### src/rtl/uart_receiver_if.sv
// Byte-delivery side of the UART receiver: a valid/ready handshake
// carrying one received byte, plus the single-cycle error strobes.
// The receiver uses the master modport and the consumer uses the slave modport.
interface uart_receiver_if;
   logic [7:0] data_out;
   logic       data_out_valid;
   logic       data_out_ready;
   logic       framing_error;
   logic       overrun;

   modport master (
      output data_out,
      output data_out_valid,
      output framing_error,
      output overrun,
      input  data_out_ready
   );

   modport slave (
      input  data_out,
      input  data_out_valid,
      input  framing_error,
      input  overrun,
      output data_out_ready
   );
endinterface

### src/rtl/uart_receiver.sv
// 8N1 UART receiver with a 2-flop line synchronizer, mid-bit sampling,
// false-start rejection and stop-bit checking. A one-byte output buffer
// feeds a valid/ready consumer. Framing errors and overruns are reported
// as single-cycle pulses.
module uart_receiver #(
   parameter int CLOCK_FREQ = 50_000_000,
   parameter int BAUD_RATE  = 115_200
) (
   input  logic            clk,
   input  logic            rst,
   input  logic            serial_in,
   uart_receiver_if.master rx_bus
);

   localparam int SYMBOL_EDGE_TIME = CLOCK_FREQ / BAUD_RATE;
   localparam int SAMPLE_TIME      = SYMBOL_EDGE_TIME / 2;
   localparam int CNT_W            = $clog2(SYMBOL_EDGE_TIME);

   localparam logic [CNT_W-1:0] SYMBOL_LAST = CNT_W'(SYMBOL_EDGE_TIME - 1);
   localparam logic [CNT_W-1:0] SAMPLE_LAST = CNT_W'(SAMPLE_TIME - 1);

   typedef enum logic [2:0] {
      IDLE,
      START,
      DATA,
      STOP,
      WAIT_HIGH
   } state_t;

   state_t           state;
   state_t           state_next;
   logic [1:0]       sync;
   logic             rx;
   logic [CNT_W-1:0] cnt;
   logic [2:0]       bit_index;
   logic [7:0]       shift;
   logic             tick;
   logic             deliver;
   logic             frame_bad;
   logic             handshake;

   logic [7:0]       data_q;
   logic             valid_q;
   logic             framing_q;
   logic             overrun_q;

   // Two-flop synchronizer; both flops reset high so the line looks idle
   // and leaving reset can never fake a start edge.
   always_ff @(posedge clk or negedge rst) begin
      if (!rst) begin
         sync <= 2'b11;
      end else begin
         // NOTE: sequential state uses non-blocking assignments so every flop
         // samples pre-edge values and the chain shifts by exactly one stage.
         sync <= {sync[0], serial_in};
      end
   end

   assign rx = sync[1];

   // FSM state register.
   always_ff @(posedge clk or negedge rst) begin
      if (!rst) begin
         state <= IDLE;
      end else begin
         state <= state_next;
      end
   end

   // Sample point: half a bit after the start edge, then one full bit apart.
   assign tick = (state == START) ? (cnt == SAMPLE_LAST) : (cnt == SYMBOL_LAST);

   // FSM next-state logic.
   always_comb begin
      // NOTE: default first so every path assigns state_next and no latch is inferred.
      state_next = state;
      unique case (state)
         IDLE:      if (!rx) state_next = START;
         START:     if (tick) state_next = rx ? IDLE : DATA;
         DATA:      if (tick && bit_index == 3'd7) state_next = STOP;
         STOP:      if (tick) state_next = rx ? IDLE : WAIT_HIGH;
         WAIT_HIGH: if (rx) state_next = IDLE;
         default:   state_next = IDLE;
      endcase
   end

   // FSM output decode: stop-bit outcome strobes for the buffer logic.
   always_comb begin
      deliver   = 1'b0;
      frame_bad = 1'b0;
      if (state == STOP && tick) begin
         deliver   = rx;
         frame_bad = !rx;
      end
   end

   // Bit timer, bit index and shift register; the timer is cleared at every
   // sample point, so it never runs past SYMBOL_EDGE_TIME-1.
   always_ff @(posedge clk or negedge rst) begin
      if (!rst) begin
         cnt       <= '0;
         bit_index <= 3'd0;
         shift     <= 8'h00;
      end else begin
         unique case (state)
            START: begin
               cnt       <= tick ? '0 : cnt + 1'b1;
               bit_index <= 3'd0;
            end
            DATA: begin
               cnt <= tick ? '0 : cnt + 1'b1;
               if (tick) begin
                  shift[bit_index] <= rx;
                  bit_index        <= bit_index + 3'd1;
               end
            end
            STOP: begin
               cnt <= tick ? '0 : cnt + 1'b1;
            end
            default: begin
               cnt <= '0;
            end
         endcase
      end
   end

   assign handshake = valid_q && rx_bus.data_out_ready;

   // One-byte output buffer and registered error pulses. A delivery that
   // coincides with a handshake replaces the byte without an overrun.
   always_ff @(posedge clk or negedge rst) begin
      if (!rst) begin
         data_q    <= 8'h00;
         valid_q   <= 1'b0;
         framing_q <= 1'b0;
         overrun_q <= 1'b0;
      end else begin
         framing_q <= frame_bad;
         overrun_q <= deliver && valid_q && !handshake;
         if (deliver && (!valid_q || handshake)) begin
            data_q  <= shift;
            valid_q <= 1'b1;
         end else if (handshake) begin
            valid_q <= 1'b0;
         end
      end
   end

   assign rx_bus.data_out       = data_q;
   assign rx_bus.data_out_valid = valid_q;
   assign rx_bus.framing_error  = framing_q;
   assign rx_bus.overrun        = overrun_q;

endmodule

### src/flat_wrapper.sv
// flat-port wrapper written by rule: the top's interface ports become plain ports
module uart_receiver_flat 
#(
   parameter int CLOCK_FREQ = 50_000_000,
   parameter int BAUD_RATE  = 115_200
)
  (clk, rst, serial_in, rx_bus_data_out, rx_bus_data_out_valid, rx_bus_framing_error, rx_bus_overrun, rx_bus_data_out_ready);
  uart_receiver_if rx_bus_i ();
  input  logic clk;
  input  logic rst;
  input  logic serial_in;
  output wire logic [$bits(rx_bus_i.data_out)-1:0] rx_bus_data_out;
  output wire logic [$bits(rx_bus_i.data_out_valid)-1:0] rx_bus_data_out_valid;
  output wire logic [$bits(rx_bus_i.framing_error)-1:0] rx_bus_framing_error;
  output wire logic [$bits(rx_bus_i.overrun)-1:0] rx_bus_overrun;
  input wire logic [$bits(rx_bus_i.data_out_ready)-1:0] rx_bus_data_out_ready;
  assign rx_bus_data_out = rx_bus_i.data_out;
  assign rx_bus_data_out_valid = rx_bus_i.data_out_valid;
  assign rx_bus_framing_error = rx_bus_i.framing_error;
  assign rx_bus_overrun = rx_bus_i.overrun;
  assign rx_bus_i.data_out_ready = rx_bus_data_out_ready;
  uart_receiver #(.CLOCK_FREQ(CLOCK_FREQ), .BAUD_RATE(BAUD_RATE)) u_core (.clk(clk), .rst(rst), .serial_in(serial_in), .rx_bus(rx_bus_i));
endmodule
### config.mk
export PLATFORM = sky130hd
export DESIGN_NAME = uart_receiver_flat
export DESIGN_NICKNAME = d
export VERILOG_FILES = /design/src/rtl/uart_receiver_if.sv /design/src/rtl/uart_receiver.sv /design/src/flat_wrapper.sv
export SDC_FILE = /design/constraint.sdc
export NUM_CORES = 1
export LEC_CHECK = 0
export ABC_AREA = 1
export BUFFER_PORTS_ARGS = -buffer_cell sky130_fd_sc_hd__buf_2
export CAP_MARGIN = 5
export CELL_PAD_IN_SITES_DETAIL_PLACEMENT = 1
export CELL_PAD_IN_SITES_GLOBAL_PLACEMENT = 1
export CORE_MARGIN = 3
export CORE_UTILIZATION = 25
export CTS_BUF_LIST = sky130_fd_sc_hd__clkbuf_8
export DETAILED_ROUTE_END_ITERATION = 10
export GPL_ROUTABILITY_DRIVEN = 1
export PLACE_DENSITY = 0.59
export SYNTH_ARGS = -nofsm -noshare
export SYNTH_HDL_FRONTEND = slang
export SYNTH_SLANG_ARGS = --single-unit
### constraint.sdc
create_clock -name clk -period 2.2 [get_ports clk]
set_input_delay 0.11 -clock clk [delete_from_list [all_inputs] [get_ports clk]]
set_output_delay 0.11 -clock clk [all_outputs]
set_load 0.1 [all_outputs]
# [After elaboration in Yosys (flattened, before gate mapping)]
# Index checks and enable logic that the tools add are counted.
[totals] ff_bits=36 inputBits=4 output_inout_bits=11
[op_classes] n_addsub=2 n_lt_le_gt_ge=2 n_eq_ne=13 mux=20 n_reduce_logical=18
[ops] op="$mux 3" count=7
[ops] op="$mux 9" count=2
[ops] op="$pmux 3 s5" count=1
[ops] op="$ne 2x1->1 const B" count=5
[ops] op="$add 9x1->9 const B" count=1
[ops] op="$eq 9x8->1 const B" count=1
[ops] op="$eq 9x9->1 const B" count=1
[ops] op="$bwmux 8" count=1
[ops] op="$logic_and 1x1->1" count=7
[ops] op="$eq 3x2->1 const B" count=2
[ops] op="$eq 3x3->1 const B" count=2
[ops] op="$mux 1" count=6
[ops] op="$pmux 3 s2" count=1
[ops] op="$reduce_and 5->1" count=1
[ops] op="$lt 3x4->1 const B" count=1
[ops] op="$reduce_and 2->1" count=2
[ops] op="$reduce_bool 2->1" count=2
[ops] op="$add 3x1->3 const B" count=1
[ops] op="$demux 1 s3" count=1
[ops] op="$eq 3x1->1 const B" count=1
[ops] op="$ge 3x1->1 const B" count=1
[ops] op="$logic_not 1->1" count=3
[ops] op="$logic_not 3->1" count=1
[ops] op="$reduce_or 3->1" count=1
[ops] op="3 further kinds" count=3

# [Depth between registers and ports, before layout]
[logic_depth] depth_word=6 depth_mapped=11 ltp_nobuf=11

# [Worst setup path before layout]
# OpenSTA, ideal clock, no wires.
[synth_timing] kind="reg2reg" start="register u_core.valid_q, in the netlist u_core.rx_bus.data_out_valid" end="register u_core.data_q[0], in the netlist u_core.rx_bus.data_out[0]" arrival_time_ps=1666 t_required_ps=2075 path_slack_ps=409 stages_incl_launch_ff=6 period_less_slack_ps=1791 cell_sequence="dfrtp_1 -> inv_1 -> nor2_1 -> nor2_4 -> nand2_1 -> nand2_1"
[synth_between] elab_chain_cells=3
[synth_lines] element="from (decl)" line_no="uart_receiver.sv:43" text="logic valid_q;"
[synth_lines] element="from (signal assigned)" line_no="uart_receiver.sv:134" text="valid_q <= 1'b0;"
[synth_lines] element="from (signal assigned)" line_no="uart_receiver.sv:142" text="valid_q <= 1'b1;"
[synth_lines] element="from (signal assigned)" line_no="uart_receiver.sv:144" text="valid_q <= 1'b0;"
[synth_lines] element="$logic_not 1->1 / $logic_and 1x1->1 (equally long branches)" line_no="uart_receiver.sv:140, uart_receiver.sv:127"
[synth_lines] element="$logic_or 1x1->1 (*)" line_no="uart_receiver.sv:140" text="if (deliver && (!valid_q || handshake)) begin"
[synth_lines] element="$logic_and 1x1->1 (*)" line_no="uart_receiver.sv:140"
[synth_lines] element="to (signal assigned)" line_no="uart_receiver.sv:141" text="data_q <= shift;"
[synth_lines] element="to (decl)" line_no="uart_receiver.sv:42" text="logic [7:0] data_q;"
# Every way passes the cells marked *; elsewhere a longest branch is shown, timed or not.
# A chain may end at the register's enable or synchronous reset.

# [Final worst setup path]
[layout_timing] start="register u_core.state[2]" end="register u_core.state[0]"
[layout_between] elab_chain_cells=5
[layout_lines] element="from (decl)" line_no="uart_receiver.sv:30" text="state_t state;"
[layout_lines] element="from (signal assigned)" line_no="uart_receiver.sv:66" text="state <= state_next;"
[layout_lines] element="$eq 3x1->1" line_no="uart_receiver.sv:71, uart_receiver.sv:77"
[layout_lines] element="$mux 1" line_no="uart_receiver.sv:71" text="assign tick = (state == START) ? (cnt == SAMPLE_LAST) : (cnt == SYMBOL_LAST);"
[layout_lines] element="$logic_and 1x1->1" line_no="uart_receiver.sv:80" text="DATA: if (tick && bit_index == 3'd7) state_next = STOP;"
[layout_lines] element="$ne 2x1->1 (no line)"
[layout_lines] element="$reduce_and 5->1 (no line)"
# Several ways; a longest one is shown, not always the timed one.

==> results.toml <==
[placement]
dp.final_hpwl_microns = 2870
place_inst = 326
place_area_sq_mm = 0.00197
place_congestion = 0.782
port_buffers = 14

[cts]
post_cts_buffers = 0
cts_buffer_depth = 2
clk_latency_ps = 280
h-tree-depth = 2
cts_buffers = 5
cts_tree = "yes"
cts_resized = 0
clk_pin_slew_ps = 70
cts.sinks = 36
root_buffer = "clkbuf_8"

[status]
status = "finished, final reports clean"

[timing]
skew_ps = 4.86
whs_ps = 253
setup_viol = 0
slew-limit-headroom = 0.457
rsz0062_at_grt = "false"
max_freq_ghz = 0.596
hold_violations = 0
tns_ps = 0
worst_slew_pin_slew_ps = 815
fin_crit_sh = 0.763
slew_viol_final = 0
layout_min_cycle_time_ps = 1680

[setup_path]
crit_path_end = "u_core.state[0]"
cp_max_fo = 10
cp.arrival_ps = 1860
reg2reg_depth = 10
path_class = "reg -> reg"
required_ps = 2380
critPathCaptureType = "flip-flop"
critPathLaunchType = "flip-flop"
ff2ff_setup_slack_ps = 520
cp-startpoint = "u_core.state[2]"
r2r-end = "u_core.state[0]"
timing.rr.start = "u_core.state[2]"

[synthesis]
yosysWarnings = 0
synthTopCellsByArea = "dfrtp_1 47%, nand2_1 11%, inv_1 6.5%, nor2_1 5.4%, o21ai_1 3.6%"
synth-seq-cells = 36
ys_seq_area_frac = 0.503
syn-cell-area_sq_mm = 0.00179
syn_inst = 218
syn_avg_cell_area_sq_um = 8.23
synth_top_area_cell = "dfrtp_1"
synth_top_area_frac = 0.474
ys_types = 26
synth_nets = 225

[cells_and_area]
design_area_sq_mm = 0.00209
drive_above_1_share = 0.171
diodes = 0
final_cell_mix = "52 x nand2_1, 34 x dfrtp_1, 32 x inv_1, 26 x nor2_1, 14 x buf_2"
areaGrowthSynthToFinish_pct = 16.7
nets = 246
final_common_cell = "nand2_1"
fin_cells = 336
finalCoreUtilization = 0.305

[routing]
ant_nets = 0
dr_total_vias = 1433
drtPass1Iterations = 4
vias_per_cell = 4.26
avgRoutedWirePerCell_microns = 11.7
drt_iter0_drc = 39
drc = 0
routed_wl_microns = 3920

[grt]
groute.usage.overall = 0.106
grt_pass1_vias = 1489
antenna_found_initial = 0
overflow = 0
grt_pass1_wl_microns = 7180
grt_max_degree = 37

[floorplan]
num_rows = 30
coreArea_sq_mm = 0.00687
die_width_microns = 90.7
ios = 15
die_h_microns = 90.7
start_util = 0.261
die-area_sq_mm = 0.00823

[power_and_ir_drop]
powerDensity_mw_per_mm2 = 578
p_leak_nw = 1.09
ir_drop_mv = 0.153

[job]
drv_cap = 0

[worst_hold_path]
hold_path_class = "in -> reg"
power breakdown:
group	internal (W)	leakage, nW	switching, W
logic	0.00000604	0.550	0.0000177
registers	0.000665	0.481	0.000000644
clock network	0.000282	0.0557	0.000239
logic make-up (layout without fill, tap and decap cells):
family                     Yosys count  count (layout)  synth area share
DFF                                 36              36             0.503
buffers and inverters               39              61            0.0858
and+or+nand+nor                    118             118             0.317
xor gates and xnor gates             5               5            0.0244
adders and majority gates            3               3            0.0209
AOI/OAI and AO/OA                   17              17            0.0481
sequential cells by signal, indices dropped and copies added (netlist names):
register	count
u_core.bit_index	3
u_core.cnt	9
u_core.rx_bus.data_out	8
u_core.rx_bus.data_out_valid	1
u_core.rx_bus.framing_error	1
u_core.rx_bus.overrun	1
u_core.shift	8
u_core.state	3
u_core.sync	2
what timing repair did:
| item | 4_1_cts | 5_1_grt |
|---|---|---|
| hold buffers | 2 | 0 |
| setup endpoints to repair | 0 | 0 |
| endpoints found under the hold margin | 35 | 0 |
through the flow:
stage,power [W],setup WS [ps]
2_1_floorplan,0.000682,409
3_3_place_gp,0.000702,537
3_5_place_dp,0.000701,520
4_1_cts,0.00124,505
5_1_grt,0.00126,313
6_report,0.00121,521
synthesized netlist by cell type, drive strengths merged:
library cell / instances
inv: 36
and3: 1
clkbuf: 2
nor2: 29
or2: 1
xnor2: 1
dfrtp: 34
nand3: 14
nand4: 10
nand2: 58
xor2: 4
a21oi: 1
a31oi: 1
o21ai: 15
dfstp: 2
nor3b: 1
nor3: 4
ha: 3
buf: 1
critical path: stages, from the launching register on:
cell     delay [ps]
dfrtp_1         450
inv_2           120
nand3_4         100
inv_2            80
nand2_2          60
nand2_4          70
nand3_2         130
nand2_2         260
nand3_2         150
nand2_1          90
o21ai_1          60
layer usage:
metal	global-route usage	share of wire
met5	0	0
met1	0.142	0.50
met4	0.0421	0.018
met2	0.167	0.46
met3	0.0225	0.023
cell type report:
type	instances	area (sq um)
fill	841	4780
sequential	36	903
multi-input combinational	143	737
inverter	36	135
tap	96	120
timing repair buffer	17	97.6
clock buffer	7	96.3
clock inverter	1	3.75
how the worst min path moves through the flow:
| stage | endpoint | slack (ps) | cells after the start | startpoint |
|---|---|---|---|---|
| after detailed placement | u_core.sync[0] | 220 | 1 | serial_in |
| after floorplan | u_core.bit_index[0] | -190 | 0 | rst |
| after global routing | u_core.rx_bus.overrun | 320 | 4 | rx_bus_data_out_ready |
| after CTS | u_core.rx_bus.overrun | 250 | 4 | rx_bus_data_out_ready |
| final | u_core.rx_bus.overrun | 250 | 4 | rx_bus_data_out_ready |
| after global placement | u_core.sync[0] | 220 | 1 | serial_in |
No activity file was read; power rests on OpenSTA's default activity.
